$ cat config.mk
export PLATFORM = sky130hd
export DESIGN_NAME = prim_present_iter
export DESIGN_NICKNAME = d
export VERILOG_FILES = /design/src/rtl/prim_present_iter.sv
export SDC_FILE = /design/constraint.sdc
export NUM_CORES = 1
export LEC_CHECK = 0
export CAP_MARGIN = 20
export CORE_UTILIZATION = 50
export CTS_BUF_LIST = sky130_fd_sc_hd__clkbuf_16
export DETAILED_ROUTE_END_ITERATION = 6
export GPL_TIMING_DRIVEN = 0
export PLACE_DENSITY = 0.72
export SETUP_SLACK_MARGIN = 0.4
export SLEW_MARGIN = 10
export SYNTH_ARGS = -nofsm -noshare
export SYNTH_HDL_FRONTEND = slang
export SYNTH_SLANG_ARGS = --single-unit
$ cat constraint.sdc
create_clock -name clk_i -period 4.41 [get_ports clk_i]
set_clock_uncertainty 0.1 [all_clocks]
set_input_delay 1.1025 -clock clk_i [delete_from_list [all_inputs] [get_ports clk_i]]
set_output_delay 1.1025 -clock clk_i [all_outputs]
set_load 0.01 [all_outputs]
$ cat src/rtl/prim_present_iter.sv
// prim_present_iter: iterative PRESENT block cipher core, encrypt or decrypt
// selected per request. RoundsPerCycle rounds are evaluated per clock; decrypt
// first walks the forward key schedule to recover the last round key, so the
// caller always hands in the original key. One operation in flight at a time.
module prim_present_iter #(
    parameter int DataWidth      = 64,
    parameter int KeyWidth       = 128,
    parameter int NumRounds      = 31,
    parameter int RoundsPerCycle = 1
) (
    input  logic                 clk_i,
    input  logic                 rst_ni,
    input  logic                 clr_i,
    input  logic                 valid_i,
    output logic                 ready_o,
    input  logic                 dec_i,
    input  logic [DataWidth-1:0] data_i,
    input  logic [KeyWidth-1:0]  key_i,
    output logic                 valid_o,
    input  logic                 ready_i,
    output logic [DataWidth-1:0] data_o
);

    localparam int         NibbleCount = DataWidth / 4;
    // The 128-bit schedule mixes the round index in higher up than 64/80.
    localparam int         RcLsb       = (KeyWidth == 128) ? 62 : 15;
    localparam logic [4:0] RoundsTotal = 5'(NumRounds);
    localparam logic [4:0] RoundStep   = 5'(RoundsPerCycle);
    // Value of the round counter on the last iteration of a phase.
    localparam logic [4:0] LastRc      = 5'(NumRounds - RoundsPerCycle + 1);

    // Parameter sanity, caught at elaboration.
    if (!((DataWidth == 64 && (KeyWidth == 64 || KeyWidth == 80 || KeyWidth == 128)) ||
          (DataWidth == 32 && KeyWidth == 64))) begin : gen_bad_widths
        $error("prim_present_iter: unsupported DataWidth/KeyWidth combination");
    end
    if (NumRounds < 1 || NumRounds > 31) begin : gen_bad_rounds
        $error("prim_present_iter: NumRounds must be within 1..31");
    end
    if (RoundsPerCycle < 1 || (NumRounds % RoundsPerCycle) != 0) begin : gen_bad_unroll
        $error("prim_present_iter: RoundsPerCycle must be >= 1 and divide NumRounds");
    end

    // ------------------------------------------------------------------
    // Cipher primitives
    // ------------------------------------------------------------------
    function automatic logic [3:0] sbox4(input logic [3:0] x);
        logic [3:0] y;
        case (x)
            4'h0: y = 4'hc;  4'h1: y = 4'h5;  4'h2: y = 4'h6;  4'h3: y = 4'hb;
            4'h4: y = 4'h9;  4'h5: y = 4'h0;  4'h6: y = 4'ha;  4'h7: y = 4'hd;
            4'h8: y = 4'h3;  4'h9: y = 4'he;  4'ha: y = 4'hf;  4'hb: y = 4'h8;
            4'hc: y = 4'h4;  4'hd: y = 4'h7;  4'he: y = 4'h1;  default: y = 4'h2;
        endcase
        return y;
    endfunction

    function automatic logic [3:0] sbox4_inv(input logic [3:0] x);
        logic [3:0] y;
        case (x)
            4'h0: y = 4'h5;  4'h1: y = 4'he;  4'h2: y = 4'hf;  4'h3: y = 4'h8;
            4'h4: y = 4'hc;  4'h5: y = 4'h1;  4'h6: y = 4'h2;  4'h7: y = 4'hd;
            4'h8: y = 4'hb;  4'h9: y = 4'h4;  4'ha: y = 4'h6;  4'hb: y = 4'h3;
            4'hc: y = 4'h0;  4'hd: y = 4'h7;  4'he: y = 4'h9;  default: y = 4'ha;
        endcase
        return y;
    endfunction

    function automatic logic [DataWidth-1:0] sbox_layer(input logic [DataWidth-1:0] x);
        logic [DataWidth-1:0] y;
        y = '0;
        for (int n = 0; n < NibbleCount; n++) begin
            y[4*n +: 4] = sbox4(x[4*n +: 4]);
        end
        return y;
    endfunction

    function automatic logic [DataWidth-1:0] sbox_inv_layer(input logic [DataWidth-1:0] x);
        logic [DataWidth-1:0] y;
        y = '0;
        for (int n = 0; n < NibbleCount; n++) begin
            y[4*n +: 4] = sbox4_inv(x[4*n +: 4]);
        end
        return y;
    endfunction

    // Bit i moves to i*DataWidth/4 mod (DataWidth-1); the MSB stays put.
    function automatic logic [DataWidth-1:0] perm_fwd(input logic [DataWidth-1:0] x);
        logic [DataWidth-1:0] y;
        y = '0;
        for (int i = 0; i < DataWidth - 1; i++) begin
            y[(i * NibbleCount) % (DataWidth - 1)] = x[i];
        end
        y[DataWidth-1] = x[DataWidth-1];
        return y;
    endfunction

    function automatic logic [DataWidth-1:0] perm_inv(input logic [DataWidth-1:0] x);
        logic [DataWidth-1:0] y;
        y = '0;
        for (int i = 0; i < DataWidth - 1; i++) begin
            y[i] = x[(i * NibbleCount) % (DataWidth - 1)];
        end
        y[DataWidth-1] = x[DataWidth-1];
        return y;
    endfunction

    // Forward key update: rotate left by 61, S-box the top nibble(s), mix in round index.
    function automatic logic [KeyWidth-1:0] key_update(input logic [KeyWidth-1:0] k,
                                                       input logic [4:0]          r);
        logic [KeyWidth-1:0] o;
        o = (k << 61) | (k >> (KeyWidth - 61));
        o[KeyWidth-1 -: 4] = sbox4(o[KeyWidth-1 -: 4]);
        if (KeyWidth == 128) begin
            o[KeyWidth-5 -: 4] = sbox4(o[KeyWidth-5 -: 4]);
        end
        o[RcLsb +: 5] = o[RcLsb +: 5] ^ r;
        return o;
    endfunction

    // Inverse key update for decrypt round r, which undoes forward round NumRounds-r+1.
    function automatic logic [KeyWidth-1:0] key_update_inv(input logic [KeyWidth-1:0] k,
                                                           input logic [4:0]          r);
        logic [KeyWidth-1:0] o;
        o = k;
        o[RcLsb +: 5] = o[RcLsb +: 5] ^ (RoundsTotal - r + 5'd1);
        o[KeyWidth-1 -: 4] = sbox4_inv(o[KeyWidth-1 -: 4]);
        if (KeyWidth == 128) begin
            o[KeyWidth-5 -: 4] = sbox4_inv(o[KeyWidth-5 -: 4]);
        end
        o = (o >> 61) | (o << (KeyWidth - 61));
        return o;
    endfunction

    // ------------------------------------------------------------------
    // State
    // ------------------------------------------------------------------
    typedef enum logic [1:0] {
        IDLE   = 2'd0,
        KEYEXP = 2'd1,
        RUN    = 2'd2,
        DONE   = 2'd3
    } state_e;

    state_e               state_reg, state_next;
    logic [DataWidth-1:0] data_reg, data_next;
    logic [KeyWidth-1:0]  key_reg, key_next;
    logic                 dec_reg, dec_next;
    logic [4:0]           rc_reg, rc_next;
    logic [DataWidth-1:0] out_reg, out_next;

    logic [DataWidth-1:0] enc_data, dec_data;
    logic [KeyWidth-1:0]  fwd_key, inv_key;

    // Unrolled round chain: RoundsPerCycle rounds starting at round index rc_reg.
    // The forward key chain serves both encryption and decrypt key expansion.
    always_comb begin
        enc_data = data_reg;
        dec_data = data_reg;
        fwd_key  = key_reg;
        inv_key  = key_reg;
        for (int i = 0; i < RoundsPerCycle; i++) begin
            enc_data = perm_fwd(sbox_layer(enc_data ^ fwd_key[KeyWidth-1 -: DataWidth]));
            fwd_key  = key_update(fwd_key, rc_reg + 5'(i));
            dec_data = sbox_inv_layer(perm_inv(dec_data ^ inv_key[KeyWidth-1 -: DataWidth]));
            inv_key  = key_update_inv(inv_key, rc_reg + 5'(i));
        end
    end

    // Next-state logic, datapath updates and handshake outputs.
    always_comb begin
        state_next = state_reg;
        data_next  = data_reg;
        key_next   = key_reg;
        dec_next   = dec_reg;
        rc_next    = rc_reg;
        out_next   = out_reg;
        ready_o    = (state_reg == IDLE);
        valid_o    = (state_reg == DONE);

        if (clr_i) begin
            state_next = IDLE;
            rc_next    = 5'd0;
        end else begin
            case (state_reg)
                IDLE: begin
                    if (valid_i) begin
                        data_next  = data_i;
                        key_next   = key_i;
                        dec_next   = dec_i;
                        rc_next    = 5'd1;
                        state_next = dec_i ? KEYEXP : RUN;
                    end
                end
                KEYEXP: begin
                    key_next = fwd_key;
                    if (rc_reg == LastRc) begin
                        rc_next    = 5'd1;
                        state_next = RUN;
                    end else begin
                        rc_next = rc_reg + RoundStep;
                    end
                end
                RUN: begin
                    if (dec_reg) begin
                        data_next = dec_data;
                        key_next  = inv_key;
                    end else begin
                        data_next = enc_data;
                        key_next  = fwd_key;
                    end
                    if (rc_reg == LastRc) begin
                        // Final whitening with the key left after the last round.
                        out_next   = data_next ^ key_next[KeyWidth-1 -: DataWidth];
                        rc_next    = 5'd0;
                        state_next = DONE;
                    end else begin
                        rc_next = rc_reg + RoundStep;
                    end
                end
                DONE: begin
                    if (ready_i) begin
                        state_next = IDLE;
                    end
                end
                default: begin
                    state_next = IDLE;
                end
            endcase
        end
    end

    // FSM state register.
    always_ff @(posedge clk_i or negedge rst_ni) begin
        if (!rst_ni) begin
            state_reg <= IDLE;
        end else begin
            state_reg <= state_next;
        end
    end

    // Datapath registers: working block, key, direction, round counter, result.
    always_ff @(posedge clk_i or negedge rst_ni) begin
        if (!rst_ni) begin
            data_reg <= '0;
            key_reg  <= '0;
            dec_reg  <= 1'b0;
            rc_reg   <= 5'd0;
            out_reg  <= '0;
        end else begin
            data_reg <= data_next;
            key_reg  <= key_next;
            dec_reg  <= dec_next;
            rc_reg   <= rc_next;
            out_reg  <= out_next;
        end
    end

    assign data_o = out_reg;

    // A result waiting for the consumer must not change under it.
    assert property (@(posedge clk_i) disable iff (!rst_ni)
                     (valid_o && !ready_i) |=> $stable(data_o));

    // Accepting and presenting are mutually exclusive.
    assert property (@(posedge clk_i) disable iff (!rst_ni) !(valid_o && ready_o));

endmodule

==> impl_metrics.env <==
export IMPL_status="finished, violations left"
export IMPL_violations="design-rule violations"
export IMPL_insertion_delay_ns=0.60
export IMPL_ant_nets=0
export IMPL_final_nets=3245
export IMPL_path_class="reg2reg"
export IMPL_hold_class="in2async"
export IMPL_die_w_um=212
export IMPL_clkSinkCount=264
export IMPL_grt_pass1_vias=21200
export IMPL_first_iter_violations=3059
export IMPL_initial_utilization_pct=50.8
export IMPL_clk_pin_slew_worst_paths_ns=0.06
export IMPL_rsz0062_at_grt="false"
export IMPL_netlist_cell_type_count=71
export IMPL_synth_edf_count=0
export IMPL_setup_viol=0
export IMPL_holdBufCountCts=0
export IMPL_fp_dieArea_mm2=0.0448
export IMPL_fmax_mhz=250
export IMPL_largest_register_ffs=128
export IMPL_maxCapViolCount=0
export IMPL_vias=22400
export IMPL_gp_routability_congestion=1.05
export IMPL_rows=76
export IMPL_cts_setup_buffers=0
export IMPL_core_mm2=0.0433
export IMPL_fin_crit_ns=4.00
export IMPL_cts_tree="built"
export IMPL_wirelength_um=103000
export IMPL_worst_pin_slew_ns=1.34
export IMPL_area_growth_syn_to_layout_pct=21.1
export IMPL_io_buffers=263
export IMPL_dr_pass1_iters=7
export IMPL_maxSlewHeadroom_pct=10.7
export IMPL_final_area_mm2=0.0266
export IMPL_grt_overflow_total=0
export IMPL_async_reset_ff_share_pct=100
export IMPL_route_detailed_drc=3
export IMPL_period_share_pct=90.7
export IMPL_grt_antenna_before_repair=2
export IMPL_ys_flop_type="dfrtp_1"
export IMPL_worstSetupEndpointType="register"
export IMPL_hold_violations=0
export IMPL_critPathLaunchType="register"
export IMPL_critPathMaxFanout=9
export IMPL_dpl_cell_area_mm2=0.0255
export IMPL_synth_avg_cell_area_um2=8.66
export IMPL_syn_nets=2937
export IMPL_viasPerCell=6.48
export IMPL_cp_required_ns=4.77
export IMPL_ys_seq_area_share_pct=30.0
export IMPL_routedWlPerCell_um=29.6
export IMPL_worstPathArrival_ns=4.35
export IMPL_grt_pass1_wl_um=145000
export IMPL_grt_max_degree=105
export IMPL_htreeDepth=1
export IMPL_ys_ff_latch=264
export IMPL_cts_root_buffer="clkbuf_16"
export IMPL_drive_gt1_share_pct=7.69
export IMPL_ys_warn_count=0
export IMPL_synth_cell_area_mm2=0.0220
export IMPL_syn_inst=2540
export IMPL_fp_dieH_um=212
export IMPL_cts_buffers=31
export IMPL_hpwl_um=81400
export IMPL_maxSlewViolCount=0
export IMPL_clk_path_buf_depth=3
export IMPL_pin_count=264
export IMPL_grtUsageTotal_pct=45.5
cell usage after synthesis (16+ instances only):
master	count	share of area, %
a211oi_1	16	0.55
a21o_1	16	0.55
a21oi_1	136	3.1
a22oi_1	68	2.3
a31oi_1	18	0.51
and3_1	19	0.54
buf_1	26	0.44
buf_2	17	0.39
clkbuf_1	119	2.0
dfrtp_1	264	30
ha_1	199	11
inv_1	103	1.8
inv_2	21	0.36
mux2i_1	123	5.6
mux4_2	52	5.3
nand2_1	464	7.9
nor2_1	117	2.0
nor3_1	32	0.73
o211ai_1	107	3.7
o21ai_0	259	5.9
o21ai_1	42	0.96
xnor2_1	63	2.5
xor2_1	71	2.8
xor2_2	22	1.6
through the flow:
stage | util [%] | setup slack [ns] | hold slack [ns] | std cells | TNS [ns]
after floorplan | - | 1.72 | 0.367 | 2540 | 0
after CTS | 61.4 | 0.581 | 0.363 | 3454 | 0
final | 61.5 | 0.412 | 0.344 | 3459 | 0
after global routing | 61.5 | 0.496 | 0.395 | 3457 | 0
after detailed placement | 59.0 | 0.317 | 0.374 | 3397 | 0
after global placement | 58.6 | -9.70 | 0.368 | 3388 | -2554.39
critical path, stage by stage, from the launching register on:
cell and delay, ns:
dfrtp_1 0.49, xnor2_2 0.66, inv_1 0.21, ha_1 0.37, and3_1 0.15, a2111oi_0 0.98
a31oi_1 0.37, xnor2_1 0.42, o21ai_1 0.10
cell families after synthesis:
kind of cell / after synthesis / synth area share (%)
XOR/XNOR: 172 / 8.33
adder cells (fa/ha/maj): 199 / 11.3
buffers and inverters: 294 / 5.22
multiplexers: 192 / 12.0
flip-flops: 264 / 30.0
AO/OA/AOI/OAI: 748 / 20.9
AND/OR/NAND/NOR: 671 / 12.3
layout make-up:
| cell class | count | area (um2) |
|---|---|---|
| Antenna cell | 2 | 5.00 |
| Buffer | 166 | 664 |
| Clock buffer | 31 | 776 |
| Clock inverter | 26 | 283 |
| Fill cell | 3832 | 16700 |
| Inverter | 128 | 485 |
| Multi-Input combinational cell | 1982 | 14300 |
| Sequential cell | 264 | 6610 |
| Tap cell | 585 | 732 |
| Timing Repair Buffer | 275 | 2790 |
cells in the final DEF (no fill, tap or decap), types with 15 or more instances in the layout:
| cell | n |
|---|---|
| clkdlybuf4s50_1 | 262 |
| buf_2 | 21 |
| xor2_1 | 70 |
| a211oi_1 | 16 |
| and3_1 | 19 |
| nand2_1 | 464 |
| a21o_1 | 16 |
| inv_2 | 21 |
| xor2_2 | 23 |
| a21oi_1 | 136 |
| xnor2_1 | 60 |
| mux4_2 | 52 |
| nor3_1 | 31 |
| dfrtp_1 | 264 |
| a22oi_1 | 68 |
| buf_1 | 25 |
| a31oi_1 | 18 |
| o21ai_1 | 42 |
| o21ai_0 | 259 |
| clkbuf_1 | 119 |
| mux2i_1 | 123 |
| xnor2_2 | 15 |
| nor2_1 | 117 |
| clkbuf_16 | 31 |
| inv_1 | 109 |
| o211ai_1 | 107 |
| ha_1 | 199 |
final timing paths:
path                       slack (ns)    startpoint     endpoint  cells past startpoint
max in group asynchronous        2.89        rst_ni   data_o[45]                      2
setup reg to reg                 0.41  key_reg[105]   data_o[58]                      8
hold reg to reg                  0.39     data_o[0]    data_o[0]                      2
setup / recovery                 0.41  key_reg[105]   data_o[58]                      8
min in group clk_i               0.39     data_o[0]    data_o[0]                      2
hold / removal                   0.34        rst_ni  key_reg[81]                      1
metal layers:
layer	track usage, %	part of all wire, %	up-vias	wire (um)
li1	-	-	9541	-
met1	59.7	38	10900	38600
met2	68.6	43	1574	44500
met3	9.72	12	353	12200
met4	28.0	7.1	4	7250
met5	0	0.025	-	26
repair_timing:
action                                 in CTS  in global routing
pin swaps                                   0                  0
setup endpoints to repair                   1                  2
resized for setup                           1                  1
endpoints found under the hold margin       0                  0
Power is not shown: default switching activity piles up to over one toggle a cycle in this logic, so the estimate is an artifact.
